File: src/rtl/cpu_controller.sv
// cpu_controller: Moore FSM sequencing fetch, decode and execute for the RISC datapath.
// Define CPU_CTRL_HALT_EN to decode opcode 111 into a HALT state left only by reset.
module cpu_controller (
    input  logic       clk,
    input  logic       reset,
    input  logic [2:0] opcode,
    input  logic [1:0] op,
    output logic [2:0] nsel,
    output logic [1:0] vsel,
    output logic       write,
    output logic       loada,
    output logic       loadb,
    output logic       loadc,
    output logic       loads,
    output logic       asel,
    output logic       bsel,
    output logic       load_ir,
    output logic       load_pc,
    output logic       reset_pc,
    output logic       addr_sel,
    output logic       load_addr,
    output logic [1:0] mem_cmd,
    output logic       halted
);
    localparam logic [1:0] VSEL_MDATA = 2'b00;
    localparam logic [1:0] VSEL_IMM   = 2'b01;
    localparam logic [1:0] VSEL_PC    = 2'b10;
    localparam logic [1:0] VSEL_C     = 2'b11;
    localparam logic [1:0] MNONE      = 2'b00;
    localparam logic [1:0] MREAD      = 2'b01;
    localparam logic [1:0] MWRITE     = 2'b10;

    localparam logic [2:0] NSEL_RN = 3'b001;
    localparam logic [2:0] NSEL_RD = 3'b010;
    localparam logic [2:0] NSEL_RM = 3'b100;

    localparam logic [4:0] I_MOVI = 5'b110_10;
    localparam logic [4:0] I_MOVR = 5'b110_00;
    localparam logic [4:0] I_MVN  = 5'b101_11;
    localparam logic [4:0] I_ADD  = 5'b101_00;
    localparam logic [4:0] I_CMP  = 5'b101_01;
    localparam logic [4:0] I_AND  = 5'b101_10;
    localparam logic [4:0] I_LDR  = 5'b011_00;
    localparam logic [4:0] I_STR  = 5'b100_00;

    // ALU_M is the ALU step of MOV reg, split out so asel stays a pure function of state.
    typedef enum logic [4:0] {
        S_RST, S_IF1, S_IF2, S_UPC, S_DEC, S_WIMM,
        S_GETA, S_GETB, S_ALU, S_ALU_M, S_WRD, S_CMP,
        S_ADDR, S_LADR, S_MRD, S_WBM, S_GRD, S_STC, S_SWR
`ifdef CPU_CTRL_HALT_EN
        , S_HALT
`endif
    } state_t;

    typedef struct packed {
        logic [2:0] nsel;
        logic [1:0] vsel;
        logic       write, loada, loadb, loadc, loads, asel, bsel;
        logic       load_ir, load_pc, reset_pc, addr_sel, load_addr;
        logic [1:0] mem_cmd;
        logic       halted;
    } ctrl_t;

    state_t     state_q, state_d;
    logic [4:0] ir_q, ir_d;
    ctrl_t      out_q, out_d;

    function automatic ctrl_t decode(input state_t s);
        ctrl_t c;
        c = '0;
        c.mem_cmd = MNONE;
        case (s)
            S_RST:   begin c.reset_pc = 1'b1; c.load_pc = 1'b1; end
            S_IF1:   begin c.addr_sel = 1'b1; c.mem_cmd = MREAD; end
            S_IF2:   begin c.addr_sel = 1'b1; c.mem_cmd = MREAD; c.load_ir = 1'b1; end
            S_UPC:   c.load_pc = 1'b1;
            S_WIMM:  begin c.nsel = NSEL_RN; c.vsel = VSEL_IMM; c.write = 1'b1; end
            S_GETA:  begin c.nsel = NSEL_RN; c.loada = 1'b1; end
            S_GETB:  begin c.nsel = NSEL_RM; c.loadb = 1'b1; end
            S_ALU:   c.loadc = 1'b1;
            S_ALU_M: begin c.loadc = 1'b1; c.asel = 1'b1; end
            S_WRD:   begin c.nsel = NSEL_RD; c.vsel = VSEL_C; c.write = 1'b1; end
            S_CMP:   c.loads = 1'b1;
            S_ADDR:  begin c.bsel = 1'b1; c.loadc = 1'b1; end
            S_LADR:  c.load_addr = 1'b1;
            S_MRD:   c.mem_cmd = MREAD;
            S_WBM:   begin
                c.mem_cmd = MREAD; c.nsel = NSEL_RD; c.vsel = VSEL_MDATA; c.write = 1'b1;
            end
            S_GRD:   begin c.nsel = NSEL_RD; c.loadb = 1'b1; end
            S_STC:   begin c.asel = 1'b1; c.loadc = 1'b1; end
            S_SWR:   c.mem_cmd = MWRITE;
`ifdef CPU_CTRL_HALT_EN
            S_HALT:  c.halted = 1'b1;
`endif
            default: c = '0;
        endcase
        return c;
    endfunction

    always_comb begin
        state_d = state_q;
        ir_d    = ir_q;
        case (state_q)
            S_RST:  state_d = S_IF1;
            S_IF1:  state_d = S_IF2;
            S_IF2:  state_d = S_UPC;
            S_UPC:  state_d = S_DEC;
            S_DEC: begin
                ir_d = {opcode, op};
                casez ({opcode, op})
                    I_MOVI:                state_d = S_WIMM;
                    I_MOVR, I_MVN:         state_d = S_GETB;
                    I_ADD, I_AND, I_CMP:   state_d = S_GETA;
                    I_LDR, I_STR:          state_d = S_GETA;
`ifdef CPU_CTRL_HALT_EN
                    5'b111_??:             state_d = S_HALT;
`endif
                    default:               state_d = S_IF1;
                endcase
            end
            S_WIMM: state_d = S_IF1;
            S_GETA: state_d = (ir_q == I_LDR || ir_q == I_STR) ? S_ADDR : S_GETB;
            S_GETB: begin
                if (ir_q == I_MOVR)     state_d = S_ALU_M;
                else if (ir_q == I_CMP) state_d = S_CMP;
                else                    state_d = S_ALU;
            end
            S_ALU, S_ALU_M: state_d = S_WRD;
            S_WRD:  state_d = S_IF1;
            S_CMP:  state_d = S_IF1;
            S_ADDR: state_d = S_LADR;
            S_LADR: state_d = (ir_q == I_STR) ? S_GRD : S_MRD;
            S_MRD:  state_d = S_WBM;
            S_WBM:  state_d = S_IF1;
            S_GRD:  state_d = S_STC;
            S_STC:  state_d = S_SWR;
            S_SWR:  state_d = S_IF1;
`ifdef CPU_CTRL_HALT_EN
            S_HALT: state_d = S_HALT;
`endif
            default: state_d = S_RST;
        endcase
        out_d = decode(state_d);
    end

    // Outputs are registered from the next-state decode, so they track state_q exactly.
    always_ff @(posedge clk) begin
        if (reset) begin
            state_q <= S_RST;
            ir_q    <= '0;
            out_q   <= decode(S_RST);
        end else begin
            state_q <= state_d;
            ir_q    <= ir_d;
            out_q   <= out_d;
        end
    end

    assign nsel      = out_q.nsel;
    assign vsel      = out_q.vsel;
    assign write     = out_q.write;
    assign loada     = out_q.loada;
    assign loadb     = out_q.loadb;
    assign loadc     = out_q.loadc;
    assign loads     = out_q.loads;
    assign asel      = out_q.asel;
    assign bsel      = out_q.bsel;
    assign load_ir   = out_q.load_ir;
    assign load_pc   = out_q.load_pc;
    assign reset_pc  = out_q.reset_pc;
    assign addr_sel  = out_q.addr_sel;
    assign load_addr = out_q.load_addr;
    assign mem_cmd   = out_q.mem_cmd;
    assign halted    = out_q.halted;
endmodule

File: config.mk
export PLATFORM = sky130hd
export DESIGN_NAME = cpu_controller
export DESIGN_NICKNAME = d
export VERILOG_FILES = /design/src/rtl/cpu_controller.sv
export SDC_FILE = /design/constraint.sdc
export NUM_CORES = 1
export LEC_CHECK = 0
export CORE_MARGIN = 2
export CORE_UTILIZATION = 55
export DETAILED_ROUTE_END_ITERATION = 12
export DONT_BUFFER_PORTS = 1
export GPL_TIMING_DRIVEN = 1
export PLACE_DENSITY = 0.77
export SLEW_MARGIN = 10
export SYNTH_ARGS = -nofsm -noshare
export SYNTH_HDL_FRONTEND = slang
export SYNTH_SLANG_ARGS = --single-unit
File: constraint.sdc
create_clock -name clk -period 2 [get_ports clk]
set_input_delay 0.3 -clock clk [delete_from_list [all_inputs] [get_ports clk]]
set_output_delay 0.3 -clock clk [all_outputs]
set_load 0.01 [all_outputs]
==> results of run 1 <==
-- where the power goes --
group	leakage, nW	switching (W)	total (W)	internal, W
sequential	0.239	0.0000513	0.000681	0.000630
combinational	0.412	0.000271	0.000542	0.000271
clock	0.0455	0.000199	0.000498	0.000298
total	0.697	0.000521	0.00172	0.00120
-- cell usage in the layout (no fill, tap or decap), types with 3 or more instances in the layout --
master    Yosys  routed
nor3_1        7       5
buf_4         2      21
nand2_1      11      11
nor2_1       22      22
o21ai_0       6       3
dfxtp_2       0       5
nor2b_1       5       4
clkbuf_4      0       5
and3b_1       3       3
dfxtp_1      29      22
a21oi_1       8       7
nand2b_1      5       4
o21ai_1       3       4
mux2i_1       6       6
-- per-stage QoR --
step | util, % | setup TNS, ns | total power, W | setup slack [ns] | hold slack [ns]
after floorplan | - | 0 | 0.001002 | 0.02786 | 0.3789
after global placement | 63.51 | -0.04318 | 0.001136 | -0.02137 | 0.3683
after detailed placement | 63.51 | -0.2148 | 0.001150 | -0.04774 | 0.3703
after CTS | 67.69 | 0 | 0.001650 | 0.008665 | 0.01220
after global routing | 70.59 | -0.4312 | 0.001799 | -0.08180 | 0.01558
final | 70.59 | 0 | 0.001721 | 0.002566 | 0.02671
-- path summary, 6_finish.rpt --
kind / to / cells past startpoint / startpoint
min reg2reg: ir_q[4] / 2 / ir_q[4]
min: state_q[3] / 1 / reset
max reg2reg: load_ir / 7 / ir_q[2]
max: load_ir / 7 / ir_q[2]
-- state kept, by name, indices dropped and copies added, names as in the netlist, 2 cells and up --
signal   flops
nsel         3
ir_q         5
state_q      5
vsel         2
mem_cmd      2
-- cells by family after synthesis --
kind of cell              count (synthesis)  synth area share, %
and+or+nand+nor                          77                34.07
AOI/OAI and AO/OA                        33                15.23
DFF                                      29                40.85
buffers and inverters                    11                4.137
muxes                                     6                4.226
xor gates and xnor gates                  2                1.233
other                                     1               0.2638
-- critical path, stage by stage (launching register included) --
cell     delay (ns)
dfxtp_4        0.37
and3b_1        0.18
o211a_1        0.23
or4_1          0.39
and4_4         0.16
buf_4          0.16
or2_4          0.25
nor4_2         0.19
-- cell type report --
type                    instances  area [µm²]
multi-input cells             119       839.6
repair buffers                 22       168.9
well taps                      30       37.54
flip-flops and latches         29       594.3
inverters                       2       7.507
clock inverters                 1       30.03
fillers                       187       721.9
clock buffers                   7       55.05
-- layer usage --
metal	track usage, %	wire length (µm)	up-vias
li1	-	-	615
met3	9.836	221	7
met1	29.60	1363	607
met4	10.42	55	0
met5	0	0	-
met2	45.24	1706	49
-- repair_timing --
action                                  4_1_cts  5_1_grt
endpoints found under the setup margin        7       12
hold endpoints to repair                      0        0
cloned                                        0        0
pin swaps                                     2        8
buffers inserted                              1        2
resized for setup                             6       17
==> run metrics, run 1 <==
status=finished, final reports clean; number of diodes=0; drt via density=6.086; flops & latches, synth=29; hpwl dp=2316 µm; DRT iter0 DRCs=46; core region area=2455 µm²; die width=54.84 µm; Peak Freq=0.5006 GHz; Worst Setup End Kind=register; Pre-antenna DRT Iters=4; syn avg cell area=8.939 µm²; Num CTS Buffers=5; max cap viols=0; Wirelength per Cell=15.93 µm; clk slew on worst S/H paths=0.09 ns; share of the synthesized area in the top cell type=40.85%; CTS tree=yes; Core Rows=18; DP Area=1559 µm²; sequential element share of the synthesized area=40.85%; io pins=27; Startpoint Class=register; HP Class=in2reg; die height=54.84 µm; post-route cell area=1733 µm²; leak pwr=0.6971 nW; crit path DAT=2.24 ns; vias post-DR=1278; H-tree levels=2; CTS root buf=clkbuf_4; full die area=3007 µm²; Longest Clk Path Bufs=2; GRT Total Usage=26.54%; vias in the first global route=1220; Final period util=99.87%; Post-layout nets=186; final cell count without fillers=210; Area Growth Syn to Fin=21.92%; Pins Over Slew Limit=0; Main synth FF type=dfxtp_1; top-count cell post-synth=dfxtp_1; top post-synthesis cells by area=dfxtp_1, nor2_1, mux2i_1, nor4_4, nand2_1; clock latency on the worst-skew pair=0.33 ns; Post-Syn Nets=166; total grt overflow=0; area leader, netlist=dfxtp_1; initial antenna violation count=0; RSZ-0062 raised after global routing=true; number of nets still failing antenna checks after routing=0; Port Buffers=0; endpoints failing setup=0; EDFF count, synth=0; Yosys Warn Count=0; pin count of the biggest net entering global routing=25; top cells by count, synth=dfxtp_1, nor2_1, nand2_1; initial core utilization=57.90%; Placed Cells=200; min cycle time layout=1.997 ns; WS Path Type=reg2reg; Clock Skews=0.004283 ns; drt total wl=3346 µm; Synth Cell Area=1421 µm²; layout cells sized above 1=30.00%; peak supply drop=0.0007503 V; CP required=2.25 ns; Cells after Synth=159; P per Cell Area=993.2 nW/µm²; CTS Sinks=29; library cells used by synthesis=49; CTS hold repair buffers=0; endpoints failing hold=0; Reg2Reg Setup Slack=0.003 ns; first-pass GRT wire length=5609 µm; GP Congestion=0.9085; largest fanout on the critical path=6; Post-synth ARST share=0%; drt drc=0
Power figures use the tool's default switching activity.
==> inputs of run 2 (changes only) <==
--- a/config.mk
+++ b/config.mk
@@ -10,7 +10,7 @@
 export DETAILED_ROUTE_END_ITERATION = 12
 export DONT_BUFFER_PORTS = 1
 export GPL_TIMING_DRIVEN = 1
-export PLACE_DENSITY = 0.77
+export PLACE_DENSITY = 0.79
 export SLEW_MARGIN = 10
 export SYNTH_ARGS = -nofsm -noshare
 export SYNTH_HDL_FRONTEND = slang
==> run 2 against run 1 <==
Net effect: the flow now finishes with violations (setup timing); die area is the same; first-iteration DRC count is 37% higher; clock-buffer cell count down 1; critical path type unchanged; largest cell class unchanged; largest power group unchanged.
==> run metrics, run 2 (synthesized netlist as in run 1, its figures left out) <==
full die area=3007 µm²; CP Cell Sequence=and3b_1 -> o211a_1 -> or4_4 -> and4_4 -> or4b_1 -> a21oi_2; CP required=2.28 ns; initial core utilization=57.90%; fillcell total=170; CTS root buf=clkbuf_4; max cap viols=0; GRT Total Usage=26.85%; RR Endpoint=loadb; initial antenna violation count=0; WS Path Type=reg2reg; die height=54.84 µm; P per Cell Area=946.4 nW/µm²; HP Start=reset; Placed Cells=206; Port Buffers=0; violated checks=setup timing; Longest Clk Path Bufs=2; hpwl dp=2382 µm; Reg2Reg Setup Slack=-0.07 ns; Clock Skews=0.009671 ns; total grt overflow=0; first-pass GRT wire length=5602 µm; GP Congestion=0.9217; Wirelength per Cell=16.44 µm; setup TNS=-0.08294 ns; largest fanout on the critical path=6; power consumption=0.001771 W; crit path DAT=2.34 ns; Hold Path Sink=loadb; Num CTS Buffers=5; Max stage delay on crit path=0.52 ns; pin count of the biggest net entering global routing=25; clock latency on the worst-skew pair=0.33 ns; Worst Setup End Kind=register; Post-layout nets=198; Final WS setup=-0.06679 ns; CTS hold repair buffers=0; endpoints failing setup=3; Peak Freq=0.4838 GHz; worst reg2reg path depth=6; drt via density=5.991; HP Class=in2reg; drt drc=0; worst-path cell with the longest stage delay=or4b_1; leading cell type in the layout, fill and taps excluded=buf_4; die width=54.84 µm; CTS tree=yes; vias post-DR=1330; endpoints failing hold=0; Core Rows=18; R2R Path Start=ir_q[2]; Final period util=103.3%; status=finished, violations left; Startpoint Class=register; min cycle time layout=2.067 ns; RSZ-0062 raised after global routing=true; io pins=27; Pre-antenna DRT Iters=4; clk slew on worst S/H paths=0.10 ns; leak pwr=0.7662 nW; Worst Hold Depth=1; drt total wl=3650 µm; vias in the first global route=1265; Setup WS pre-CTS=-0.05569 ns; layout cells sized above 1=36.46%; number of diodes=0; core region area=2455 µm²; CTS Sinks=29; H-tree levels=2; peak supply drop=0.0007557 V; final cell count without fillers=222; number of nets still failing antenna checks after routing=0; DRT iter0 DRCs=63; most frequent cells in the layout=buf_4, dfxtp_1, nor2_1, nand2_1; Hold Worst Slack=0.01756 ns; Pins Over Slew Limit=0; Area Growth Syn to Fin=31.69%
-- run 2: changes by cell type in the layout (fill, tap and decap cells not counted), moves of 2 or more --
cell	delta
buf_4	+10
buf_6	+2
dfxtp_1	+2
dfxtp_2	-2
nor2_1	-3
nor2_4	+2
nor3b_2	-2
o21ai_0	+2
o21ai_1	-2
-- run 2: critical path: cells and delay by family (launching register included) --
family	cells	cell delay [ns]
AOI/OAI and AO/OA	2	0.36
DFF	1	0.38
and+or+nand+nor	4	1.28
-- run 2: worst max path at each step --
stage	startpoint	endpoint	slack, ns
2_1_floorplan	state_q[4]	loadb	0.03
3_3_place_gp	state_q[3]	write	-0.008
3_5_place_dp	opcode[2]	write	-0.06
4_1_cts	ir_q[2]	loadb	-0.03
5_1_grt	ir_q[2]	loadb	-0.12
6_report	ir_q[2]	loadb	-0.07
-- run 2: final cells by class --
class	instances	area (µm²)	share of cell area [%]
clock buffers	6	51.30	2.741
multi-input cells	119	879.6	46.99
well taps	30	37.54	2.005
clock inverters	2	37.54	2.005
inverters	2	7.507	0.4011
flip-flops and latches	29	591.8	31.62
repair buffers	34	266.5	14.24
-- run 2: repair_timing --
action,CTS,global route
setup endpoints to repair,6,13
cloned,0,0
setup buffers,7,1
endpoints found under the hold margin,0,2
resized for setup,10,19
pin swaps,7,5
-- run 2: report_power, final --
group / internal (W) / switching (W) / leakage (nW)
registers: 0.000627 / 0.0000466 / 0.239
clock network: 0.000297 / 0.000211 / 0.0445
logic: 0.000299 / 0.000291 / 0.483
total: 0.00122 / 0.000548 / 0.766
-- run 2: layer usage --
metal | GRT usage [%] | vias to the layer above | routed length (µm)
met2 | 45.24 | 68 | 1930
met3 | 7.377 | 4 | 254
met5 | 0 | - | 0
li1 | - | 639 | -
met1 | 30.37 | 619 | 1428
met4 | 14.58 | 0 | 37
-- run 2: per-stage QoR --
step / utilization (%) / cell area [µm²]
floorplan: - / 1423
global placement: 65.34 / 1604
detailed placement: 65.34 / 1604
CTS: 72.48 / 1779
global route: 76.25 / 1872
finish: 76.25 / 1872
